**src/rtl/impact_sram_sequencer.sv**
```systemverilog
// Access sequencer for the IMPACT 6T SRAM banks: turns one host request into
// precharge / wordline / write-drive / sense pulses with programmable widths.
module impact_sram_sequencer #(
   parameter  int ROWS  = 32,
   parameter  int COLS  = 32,
   parameter  int BANKS = 4,
   parameter  int TW    = 4,
   localparam int RW    = $clog2(ROWS),
   localparam int BW    = (BANKS > 1) ? $clog2(BANKS) : 1
) (
   input  logic                  wb_clk_i,
   input  logic                  wb_rst_ni,
   input  logic                  req_valid,
   output logic                  req_ready,
   input  logic                  req_we,
   input  logic [BW-1:0]         req_bank,
   input  logic [RW-1:0]         req_row,
   input  logic [COLS-1:0]       req_wdata,
   input  logic [TW-1:0]         cfg_t_pre,
   input  logic [TW-1:0]         cfg_t_wl,
   input  logic [TW-1:0]         cfg_t_sense,
   output logic                  rsp_valid,
   output logic                  rsp_err,
   output logic [COLS-1:0]       rsp_rdata,
   output logic [BANKS*ROWS-1:0] wl_o,
   output logic                  pre_en_n,
   output logic                  bl_oe,
   output logic [COLS-1:0]       bl_out,
   output logic [COLS-1:0]       blb_out,
   output logic                  sa_en,
   input  logic [COLS-1:0]       sa_in,
   output logic                  busy
);

   localparam int NWL = BANKS * ROWS;

   typedef enum logic [2:0] {S_IDLE, S_PRE, S_WL, S_SENSE, S_RECOVER} state_t;

   state_t          r_state;
   logic [TW-1:0]   r_cnt;
   logic [TW-1:0]   r_t_wl;
   logic [TW-1:0]   r_t_sense;
   logic            r_we;
   logic            r_err;
   logic [BW-1:0]   r_bank;
   logic [RW-1:0]   r_row;
   logic [COLS-1:0] r_wdata;

   logic            w_req_err;
   logic [NWL-1:0]  w_wl_onehot;

   assign w_req_err = (int'(req_bank) >= BANKS) || (int'(req_row) >= ROWS);

   // An out-of-range request decodes to no wordline at all.
   always_comb begin
      w_wl_onehot = '0;
      for (int i = 0; i < NWL; i++)
         w_wl_onehot[i] = !r_err && (i == (int'(r_bank) * ROWS + int'(r_row)));
   end

   always_ff @(posedge wb_clk_i or negedge wb_rst_ni) begin
      if (!wb_rst_ni) begin
         r_state   <= S_IDLE;
         r_cnt     <= '0;
         r_t_wl    <= '0;
         r_t_sense <= '0;
         r_we      <= 1'b0;
         r_err     <= 1'b0;
         r_bank    <= '0;
         r_row     <= '0;
         r_wdata   <= '0;
         req_ready <= 1'b1;
         busy      <= 1'b0;
         pre_en_n  <= 1'b0;
         wl_o      <= '0;
         bl_oe     <= 1'b0;
         bl_out    <= '0;
         blb_out   <= '0;
         sa_en     <= 1'b0;
         rsp_valid <= 1'b0;
         rsp_err   <= 1'b0;
         rsp_rdata <= '0;
      end else begin
         case (r_state)
            S_IDLE: if (req_valid) begin
               r_state   <= S_PRE;
               r_cnt     <= cfg_t_pre;
               r_t_wl    <= cfg_t_wl;
               r_t_sense <= cfg_t_sense;
               r_we      <= req_we;
               r_err     <= w_req_err;
               r_bank    <= req_bank;
               r_row     <= req_row;
               r_wdata   <= req_wdata;
               req_ready <= 1'b0;
               busy      <= 1'b1;
            end
            S_PRE: if (r_cnt == '0) begin
               r_state  <= S_WL;
               r_cnt    <= r_t_wl;
               pre_en_n <= 1'b1;
               wl_o     <= w_wl_onehot;
               bl_oe    <= r_we;
               bl_out   <= r_we ? r_wdata : '0;
               blb_out  <= r_we ? ~r_wdata : '0;
            end else begin
               r_cnt <= r_cnt - 1'b1;
            end
            S_WL: if (r_cnt == '0) begin
               if (r_we) begin
                  r_state   <= S_RECOVER;
                  wl_o      <= '0;
                  pre_en_n  <= 1'b0;
                  bl_oe     <= 1'b0;
                  bl_out    <= '0;
                  blb_out   <= '0;
                  rsp_valid <= 1'b1;
                  rsp_err   <= r_err;
               end else begin
                  r_state <= S_SENSE;
                  r_cnt   <= r_t_sense;
                  sa_en   <= 1'b1;
               end
            end else begin
               r_cnt <= r_cnt - 1'b1;
            end
            // Sense data is captured on the edge that closes the sense window.
            S_SENSE: if (r_cnt == '0) begin
               r_state   <= S_RECOVER;
               rsp_rdata <= r_err ? '0 : sa_in;
               wl_o      <= '0;
               sa_en     <= 1'b0;
               pre_en_n  <= 1'b0;
               rsp_valid <= 1'b1;
               rsp_err   <= r_err;
            end else begin
               r_cnt <= r_cnt - 1'b1;
            end
            S_RECOVER: begin
               r_state   <= S_IDLE;
               rsp_valid <= 1'b0;
               rsp_err   <= 1'b0;
               req_ready <= 1'b1;
               busy      <= 1'b0;
            end
            default: r_state <= S_IDLE;
         endcase
      end
   end

   a_no_pre_with_wl: assert property (@(posedge wb_clk_i) disable iff (!wb_rst_ni)
      !(!pre_en_n && (|wl_o)));
   a_no_oe_with_sa: assert property (@(posedge wb_clk_i) disable iff (!wb_rst_ni)
      !(bl_oe && sa_en));
   a_wl_onehot0: assert property (@(posedge wb_clk_i) disable iff (!wb_rst_ni)
      $onehot0(wl_o));

endmodule
```
**config.mk**
```make
export PLATFORM = sky130hd
export DESIGN_NAME = impact_sram_sequencer
export DESIGN_NICKNAME = d
export VERILOG_FILES = /design/src/rtl/impact_sram_sequencer.sv
export SDC_FILE = /design/constraint.sdc
export NUM_CORES = 1
export LEC_CHECK = 0
export BUFFER_PORTS_ARGS = -buffer_cell sky130_fd_sc_hd__buf_2
export CORE_AREA = 2 2 150 152
export DETAILED_ROUTE_END_ITERATION = 12
export DIE_AREA = 0 0 152 154
export GPL_TIMING_DRIVEN = 1
export HOLD_SLACK_MARGIN = 0.06
export PLACE_DENSITY = 0.75
export REMOVE_ABC_BUFFERS = 1
export SYNTH_ARGS = -nofsm -noshare
export SYNTH_HDL_FRONTEND = slang
export SYNTH_SLANG_ARGS = --single-unit
export TNS_END_PERCENT = 20
```
**constraint.sdc**
```tcl
create_clock -name wb_clk_i -period 2.5 [get_ports wb_clk_i]
set_input_delay 0.125 -clock wb_clk_i [delete_from_list [all_inputs] [get_ports wb_clk_i]]
set_output_delay 0.125 -clock wb_clk_i [all_outputs]
set_load 0.005 [all_outputs]
```
==> results.py, run 1 <==
metrics = {
    "placement": {
        "gp_congestion": 0.831,
        "dp.final_hpwl_um": 18200,
        "dp_cells": 1399,
        "dp_slack_ps": 278,
        "numPortBuffers": 316,
    },
    "setup_path": {
        "cp.required_ps": 2970,
        "r2r_start": "r_cnt[0]",
        "critPathLaunchType": "flop",
        "critPathBufInv": 2,
        "reg2reg_depth": 7,
        "worst-endpoint-arrival_ps": 2710,
        "worst-r2r-setup-slack_ps": 260,
        "reg2reg_to": "wl_o[53]",
        "crit_fanout": 16,
        "crit_path_max_incr_delay_ps": 620,
        "cp_top_family": "simple AND/OR/NAND/NOR gates",
        "crit_type": "reg -> reg",
        "crit_chain": "inv_1 > ha_1 > or4b_1 > nor3b_4 > and3_1 > buf_4 > a22o_1",
        "cp_slowest_cell": "or4b_1",
        "crit_path_end_kind": "flop",
    },
    "power": {
        "power_uw": 15500,
        "power_density_nw_per_um2": 1070,
        "ir_drop_mv": 0.846,
        "p_leak_uw": 0.00738,
    },
    "clock_network": {
        "cts_tree": "done",
        "clk_pin_slew_ps": 60,
        "postCtsHoldBufs": 86,
        "cts.sinks": 285,
        "clk_latency_ps": 540,
        "htreeDepth": 1,
        "numCtsBuffers": 29,
        "cts.path.max_buffers": 3,
        "cts_resized": 0,
        "cts_setup_buffers": 0,
        "cts_root_buffer": "clkbuf_16",
    },
    "run_status": {
        "status": "completed",
    },
    "logic_synthesis": {
        "synth_seq_cells": 285,
        "yosys.cell_types.count": 45,
        "syn_inst": 835,
        "ys_seq_area_frac": 0.664,
        "yosysWarnings": 0,
        "syn_area_per_cell_um2": 12.9,
        "netlist_area_um2": 10700,
    },
    "die": {
        "rows": 54,
        "initial_utilization": 0.495,
        "die_h_um": 154,
        "fp.dieW_um": 152,
        "core-area_um2": 21700,
        "boundaryPins": 318,
        "fp.dieArea_um2": 23400,
    },
    "sta": {
        "slew_viol_final": 0,
        "setup_viol": 0,
        "grt_setup_unrepaired": "false",
        "worstMarginPinSlew_ps": 685,
        "tns_ps": 0,
        "relSlewSlack": 0.543,
        "finalHoldViolations": 0,
        "clock.fmax_mhz": 446,
        "period_needed_ps": 2240,
        "fin_crit_sh": 0.898,
        "setup_ws_ps": 256,
        "skew_ps": 13.9,
    },
    "layout": {
        "drive_above_1_share": 0.389,
        "fin_cells": 1540,
        "fillers": 1564,
        "final_nets": 1325,
        "finish.utilization": 0.670,
        "synthToLayoutAreaGrowth_pct": 35.3,
    },
    "routing": {
        "drt-vias-per-instance": 5.41,
        "drtAntennaViolNets": 0,
        "first_iter_violations": 417,
        "drt_pre_antenna_iters": 5,
        "wl_um": 29200,
        "route.detailed.drc": 0,
        "avgRoutedWirePerCell_um": 18.9,
        "dr_total_vias": 8328,
    },
    "grt": {
        "grt_pass1_wl_um": 46700,
        "gr-usage-all-layers": 0.246,
        "first_global_vias": 8531,
        "antenna_found_initial": 1,
        "grt_max_degree": 87,
        "grt-ovfl-total": 0,
    },
    "flow_run": {
        "maxCapViolCount": 0,
    },
    "hold_path": {
        "hp-class": "in -> async",
    },
}
how the worst max path moves through the flow:
stage                          start  cells after the start  slack [ps]   endpoint
after floorplan           r_state[2]                      2       -3830  r_bank[0]
after global placement      r_cnt[0]                      7         310   wl_o[60]
after detailed placement    r_cnt[0]                      7         280   wl_o[54]
after CTS                   r_cnt[0]                      7         240   wl_o[53]
after global routing        r_cnt[0]                      6          80   wl_o[65]
final                       r_cnt[0]                      7         260   wl_o[53]
registers in the layout (all words and copies together), names as in the netlist:
register / flops
r_bank: 2
r_t_wl: 4
pre_en_n: 1
sa_en: 1
busy: 1
r_state: 3
bl_oe: 1
r_row: 5
req_ready: 1
r_t_sense: 4
bl_out: 32
rsp_rdata: 32
rsp_valid: 1
wl_o: 128
blb_out: 32
r_we: 1
r_wdata: 32
r_cnt: 4
cell usage after synthesis, drive strengths merged:
master    n  area (µm²)
nor2b     8        50.1
a311oi    1        15.0
o221a     2        22.5
nand3     9        45.0
nor4b     2        32.5
a221oi    1        8.76
o21bai    1        7.51
conb      1        3.75
ha        2        25.0
a22oi     4        30.0
dfrtp   284        7110
nand2   119         447
and3      4        25.0
nor2     18        67.6
o22a      1        8.76
dfstp     1        26.3
a22o     98         871
o221ai    2        17.5
and3b     1        8.76
a32o      2        20.0
buf      17         129
a211oi    1        7.51
nor4      1        6.26
nor3b     2        26.3
and2      3        18.8
a21oi     7        35.0
o21ai    99         495
nand2b    6        37.5
a21o      1        7.51
nor3      9        45.0
or4b      1        10.0
o21a      1        7.51
mux2     80         901
inv       3        11.3
clkbuf   41         154
nand4     1        6.26
or2       1        6.26
layout by cell type (no fill, tap or decap), types with 2 or more instances in the layout:
cell and instances:
clkbuf_1 6, mux2_2 80, clkinvlp_4 2, a22o_1 88, nand2b_1 6, o21ai_1 6
inv_1 3, a22oi_1 4, o221ai_1 2, dlygate4sd3_1 86, clkinv_2 7, clkbuf_8 6
and3_1 4, o221a_2 2, o21ai_0 92, a21oi_1 7, nor3_1 9, buf_2 315
buf_4 19, dfrtp_1 284, a32o_1 2, nor2b_1 8, clkbuf_16 29, nand3_1 9
bufinv_16 2, buf_12 7, nand2_1 118, inv_6 2, a22o_2 10, and2_1 3
nor2_1 18, ha_1 2
routing by layer:
layer,routed length (µm),GRT usage,vias up
met1,12000,0.325,4163
met2,14400,0.416,340
met3,2200,0.0572,49
li1,-,-,3776
met5,0,0,-
met4,626,0.0605,0
area by class of cell:
| cell class | count | area (µm²) | share of cell area |
|---|---|---|---|
| antenna | 1 | 2.50 | 0.000172 |
| clock buffer | 41 | 831 | 0.0572 |
| clock inverter | 13 | 128 | 0.00878 |
| inverter | 3 | 11.3 | 0.000775 |
| multi-input combinational | 489 | 3340 | 0.230 |
| sequential | 285 | 7130 | 0.491 |
| tap | 280 | 350 | 0.0241 |
| timing repair buffer | 428 | 2740 | 0.188 |
worst reg2reg max path, cell delays in order, from the launching register on:
cell	delay, ps
dfrtp_1	410
inv_1	90
ha_1	180
or4b_1	620
nor3b_4	300
and3_1	190
buf_4	220
a22o_1	170
cell families (layout without fill, tap and decap cells):
family                     after synthesis  count (layout)  share of synthesized area
and+or+nand+nor                        185             185                     0.0775
other                                    1               2                   0.000349
buffers and inverters                   61             485                     0.0274
adders and majority gates                2               2                    0.00233
muxes                                   80              80                     0.0839
AOI/OAI and AO/OA                      221             221                      0.145
DFF                                    285             285                      0.664
where the power goes:
part / switching (µW) / internal (µW) / total [µW]
logic: 2160 / 2110 / 4280
clock network: 1770 / 2520 / 4300
registers: 1010 / 5940 / 6950
stage by stage:
stage	cell area, µm²	hold WS, ps
floorplan	10500	-171
global placement	12700	187
detailed placement	12700	190
CTS	14500	209
global route	14500	256
finish	14500	191
Power figures use the tool's default switching activity.
==> run 2: changes to the inputs <==
--- a/config.mk
+++ b/config.mk
@@ -9,7 +9,7 @@
 export CORE_AREA = 2 2 150 152
 export DETAILED_ROUTE_END_ITERATION = 12
 export DIE_AREA = 0 0 152 154
-export GPL_TIMING_DRIVEN = 1
+export GPL_TIMING_DRIVEN = 0
 export HOLD_SLACK_MARGIN = 0.06
 export PLACE_DENSITY = 0.75
 export REMOVE_ABC_BUFFERS = 1
==> constraint.sdc (replaced) <==
create_clock -name wb_clk_i -period 2.5 [get_ports wb_clk_i]
set_input_delay 0.25 -clock wb_clk_i [delete_from_list [all_inputs] [get_ports wb_clk_i]]
set_output_delay 0.25 -clock wb_clk_i [all_outputs]
set_load 0.005 [all_outputs]
==> results.py, run 2 (synthesized netlist as in run 1, its figures left out) <==
metrics = {
    "die": {
        "core-area_um2": 21700,
        "rows": 54,
        "boundaryPins": 318,
        "fp.dieW_um": 152,
        "die_h_um": 154,
        "initial_utilization": 0.495,
        "fp.dieArea_um2": 23400,
    },
    "routing": {
        "drt_pre_antenna_iters": 6,
        "wl_um": 29100,
        "drtAntennaViolNets": 0,
        "avgRoutedWirePerCell_um": 19.1,
        "first_iter_violations": 457,
        "route.detailed.drc": 0,
        "dr_total_vias": 8308,
        "drt-vias-per-instance": 5.45,
    },
    "sta": {
        "setup_ws_ps": 84.8,
        "skew_ps": 11.7,
        "grt_setup_unrepaired": "true",
        "slew_viol_final": 0,
        "finalHoldViolations": 0,
        "period_needed_ps": 2420,
        "setup_viol": 0,
        "fin_crit_sh": 0.966,
        "worstMarginPinSlew_ps": 746,
        "clock.fmax_mhz": 414,
        "relSlewSlack": 0.503,
    },
    "power": {
        "power_uw": 15600,
        "power_density_nw_per_um2": 1070,
        "swShare": 0.319,
        "p_sw_uw": 4970,
        "ir_drop_mv": 0.738,
        "power.internal_uw": 10600,
        "p_leak_uw": 0.00736,
        "clkPwrFrac": 0.278,
        "combinationalPowerShare": 0.274,
        "pwr-share-seq": 0.448,
    },
    "clock_network": {
        "cts.sinks": 285,
        "clk_pin_slew_ps": 60,
        "cts_tree": "done",
        "numCtsBuffers": 29,
        "clk_latency_ps": 540,
        "cts.path.max_buffers": 3,
        "cts_root_buffer": "clkbuf_16",
        "htreeDepth": 1,
    },
    "grt": {
        "grt_pass1_wl_um": 46600,
        "grt_max_degree": 124,
        "first_global_vias": 8595,
        "gr-usage-all-layers": 0.245,
        "grt-ovfl-total": 0,
        "antenna_found_initial": 1,
    },
    "setup_path": {
        "crit_path_max_incr_delay_ps": 550,
        "critPathBufInv": 5,
        "cp_top_family": "buffers and inverters",
        "cp_common_cell": "buf_4",
        "worst-endpoint-arrival_ps": 2830,
        "critPathLaunchType": "flop",
        "crit_type": "reg -> reg",
        "cp_slowest_cell": "dfrtp_1",
        "crit_path_end_kind": "flop",
        "crit_fanout": 11,
        "cp.required_ps": 2920,
        "crit_chain": "nor4b_4 > buf_4 > buf_4 > buf_4 > buf_4 > buf_4 > mux2_2",
        "worst-r2r-setup-slack_ps": 80,
    },
    "hold_path": {
        "hp-class": "in -> async",
    },
    "layout": {
        "drive_above_1_share": 0.395,
        "mostFrequentLayoutCell": "buf_2",
        "mostFrequentLayoutCells": "buf_2, dfrtp_1, nand2_1",
        "final_cell_area_um2": 14500,
        "largest_register_ffs": 128,
        "top_register": "wl_o",
        "final_nets": 1314,
        "synthToLayoutAreaGrowth_pct": 35.3,
    },
    "placement": {
        "gp_congestion": 0.777,
        "dp_slack_ps": -835,
        "numPortBuffers": 316,
        "dp.final_hpwl_um": 17900,
        "placed_cell_area_um2": 12600,
    },
    "run_status": {
        "status": "completed",
    },
    "flow_run": {
        "maxCapViolCount": 0,
    },
}
==> run 2: repair_timing <==
item,in CTS,in global routing
hold buffers,86,0
hold endpoints to repair,147,0
cloned,0,0
gates resized for setup,9,10
setup buffers,3,0
setup endpoints to repair,223,124
==> run 2: power groups by stage <==
stage	clock network (µW)	logic, µW	registers, µW
2_1_floorplan	0	2180	6860
5_1_grt	4570	4690	7170
3_3_place_gp	0	3850	6900
4_1_cts	4380	4210	6920
6_report	4330	4280	7000
3_5_place_dp	0	4050	6970
==> run 2: worst reg2reg max path: stages, from the launching register on <==
cell and delay (ps):
dfrtp_1 550, nor4b_4 380, buf_4 230, buf_4 200, buf_4 200, buf_4 210
buf_4 200, mux2_2 340
==> run 2: path summary, 6_finish.rpt <==
path / from / depth (start not counted) / to
max: r_state[2] / 7 / r_row[4]
min: wb_rst_ni / 2 / wl_o[10]
max reg2reg: r_state[2] / 7 / r_row[4]
min reg2reg: blb_out[26] / 2 / blb_out[26]
max in group asynchronous: wb_rst_ni / 4 / r_state[1]
min in group wb_clk_i: blb_out[26] / 2 / blb_out[26]
==> run 2: final cells by class <==
class                           instances  area, µm²
Antenna cell                            1       2.50
Clock buffer                           40        857
Clock inverter                          9        100
Fill cell                            1518       7160
Inverter                                3       11.3
Multi-Input combinational cell        489       3410
Sequential cell                       285       7130
Tap cell                              280        350
Timing Repair Buffer                  417       2670
==> run 2: per-stage QoR <==
step           TNS (ps)  std cells  hold slack (ps)   util
2_1_floorplan   -331510        777            -45.6      -
3_3_place_gp   -1903580       1373              457  0.571
3_5_place_dp     -50540       1385              150  0.582
4_1_cts               0       1523              173  0.669
5_1_grt            -268       1524              220  0.670
6_report              0       1524              186  0.670
==> run 2: metal layers <==
metal	up-vias	global-route usage	part of all wire
li1	3738	-	-
met1	4121	0.319	0.41
met2	379	0.413	0.49
met3	70	0.0609	0.076
met4	0	0.0703	0.027
met5	-	0	0
==> run 3: changes to the inputs <==
--- a/config.mk
+++ b/config.mk
@@ -13,6 +13,7 @@
 export HOLD_SLACK_MARGIN = 0.06
 export PLACE_DENSITY = 0.75
 export REMOVE_ABC_BUFFERS = 1
+export SLEW_MARGIN = 20
 export SYNTH_ARGS = -nofsm -noshare
 export SYNTH_HDL_FRONTEND = slang
 export SYNTH_SLANG_ARGS = --single-unit
==> constraint.sdc (replaced) <==
create_clock -name wb_clk_i -period 3 [get_ports wb_clk_i]
set_input_delay 0.3 -clock wb_clk_i [delete_from_list [all_inputs] [get_ports wb_clk_i]]
set_output_delay 0.3 -clock wb_clk_i [all_outputs]
set_load 0.005 [all_outputs]
==> results.py, run 3 (synthesized netlist as in run 1, its figures left out) <==
metrics = {
    "clock_network": {
        "numCtsBuffers": 28,
        "cts_setup_buffers": 0,
        "cts.sinks": 285,
        "cts.path.max_buffers": 3,
        "cts_root_buffer": "clkbuf_16",
        "clk_latency_ps": 540,
        "clk_pin_slew_ps": 60,
        "cts_tree": "done",
        "htreeDepth": 1,
    },
    "setup_path": {
        "cp.required_ps": 3430,
        "crit_path_end_kind": "flop",
        "r2r_start": "r_state[0]",
        "critPathLaunchType": "flop",
        "crit_fanout": 13,
        "crit_type": "reg -> reg",
        "worst-r2r-setup-slack_ps": 140,
        "critPathLaunch": "r_state[0]",
        "worst-endpoint-arrival_ps": 3290,
    },
    "grt": {
        "grt_pass1_wl_um": 46000,
        "first_global_vias": 8531,
        "grt-ovfl-total": 0,
        "gr-usage-all-layers": 0.241,
        "grt_max_degree": 102,
        "antenna_found_initial": 1,
    },
    "sta": {
        "worstMarginPinSlew_ps": 773,
        "period_needed_ps": 2860,
        "setup_ws_ps": 136,
        "slew_viol_final": 0,
        "grt_setup_unrepaired": "false",
        "clock.fmax_mhz": 349,
        "skew_ps": 22.7,
        "finalHoldViolations": 0,
        "setup_viol": 0,
        "relSlewSlack": 0.484,
        "fin_crit_sh": 0.955,
    },
    "layout": {
        "drive_above_1_share": 0.387,
        "top_register": "wl_o",
        "final_cell_area_um2": 14500,
        "synthToLayoutAreaGrowth_pct": 34.6,
        "largest_register_ffs": 128,
        "fillers": 1539,
        "final_nets": 1311,
        "mostFrequentLayoutCells": "buf_2, dfrtp_1, nand2_1",
        "mostFrequentLayoutCell": "buf_2",
    },
    "routing": {
        "avgRoutedWirePerCell_um": 18.7,
        "dr_total_vias": 8212,
        "route.detailed.drc": 0,
        "wl_um": 28400,
        "drt_pre_antenna_iters": 5,
        "first_iter_violations": 372,
        "drt-vias-per-instance": 5.39,
        "drtAntennaViolNets": 0,
    },
    "run_status": {
        "status": "completed",
    },
    "power": {
        "power_density_nw_per_um2": 886,
        "p_leak_uw": 0.00734,
        "ir_drop_mv": 0.714,
    },
    "die": {
        "initial_utilization": 0.495,
        "fp.dieW_um": 152,
        "rows": 54,
        "die_h_um": 154,
        "fp.dieArea_um2": 23400,
        "boundaryPins": 318,
        "core-area_um2": 21700,
    },
    "placement": {
        "placed_cell_area_um2": 12700,
        "dp_slack_ps": -46.7,
        "dp.final_hpwl_um": 18100,
        "gp_congestion": 0.777,
        "numPortBuffers": 316,
    },
    "flow_run": {
        "maxCapViolCount": 0,
    },
    "hold_path": {
        "hold_path.startpoint": "cfg_t_pre[2]",
        "hp-class": "in -> reg",
    },
}
==> run 3: cell types whose count changed in the layout (fill, tap and decap cells not counted), moves of 3 or more <==
cell,previous run,this run
and2_1,0,3
and2_4,3,0
buf_2,315,318
buf_4,9,5
clkbuf_1,2,5
clkbuf_8,9,6
dlygate4sd3_1,86,83
nand2_1,115,118
nand2_2,3,0
==> run 3: cell type report <==
cell class	instances	area, µm²	share of cell area
timing repair buffer	415	2680	0.185
clock inverter	11	120	0.00831
multi-input combinational	489	3360	0.233
inverter	3	11.3	0.000779
clock buffer	39	802	0.0555
antenna	1	2.50	0.000173
sequential	285	7130	0.493
tap	280	350	0.0242
==> run 3: final timing paths <==
check / to / depth (start not counted)
worst max-delay path: r_row[4] / 8
worst min-delay path: r_cnt[2] / 4
worst max register to register: r_row[4] / 8
worst min register to register: blb_out[5] / 2
max in group asynchronous: r_wdata[27] / 4
min in group asynchronous: wl_o[13] / 2
==> run 3: routing by layer <==
metal,vias to the layer above,track usage,routed length (µm)
li1,3747,-,-
met1,4065,0.316,11700
met2,345,0.399,13900
met3,55,0.0637,2150
met4,0,0.0685,660
met5,-,0,0
==> run 3: what timing repair did <==
item                                    CTS  global route
resized for setup                         1             1
hold buffers                             83             0
hold endpoints to repair                199             0
pin swaps                                 0             1
endpoints found under the setup margin   12            41
gates cloned                              0             0
==> run 3: power by group <==
| part | internal [µW] | total [µW] | switching [µW] |
|---|---|---|---|
| Clock | 2040 | 3490 | 1450 |
| Sequential | 4950 | 5820 | 873 |
| Combinational | 1750 | 3500 | 1750 |
==> run 3: metrics by stage <==
step	instances	utilization	hold slack [ps]	total power, µW	setup TNS [ps]
6_report	1523	0.667	118	12800	0
5_1_grt	1523	0.667	94.0	13500	0
4_1_cts	1522	0.667	93.9	12800	0
3_5_place_dp	1389	0.585	186	9190	-377
3_3_place_gp	1373	0.571	457	8960	-1638050
2_1_floorplan	777	-	4.41	7540	-210510
==> run 3: critical path, cell delays in order, from the launching register on <==
cell and delay, ps:
dfrtp_1 540, nor4b_4 520, buf_2 290, buf_4 200, buf_2 220, buf_4 200, buf_2 220, buf_4 210
mux2_2 350
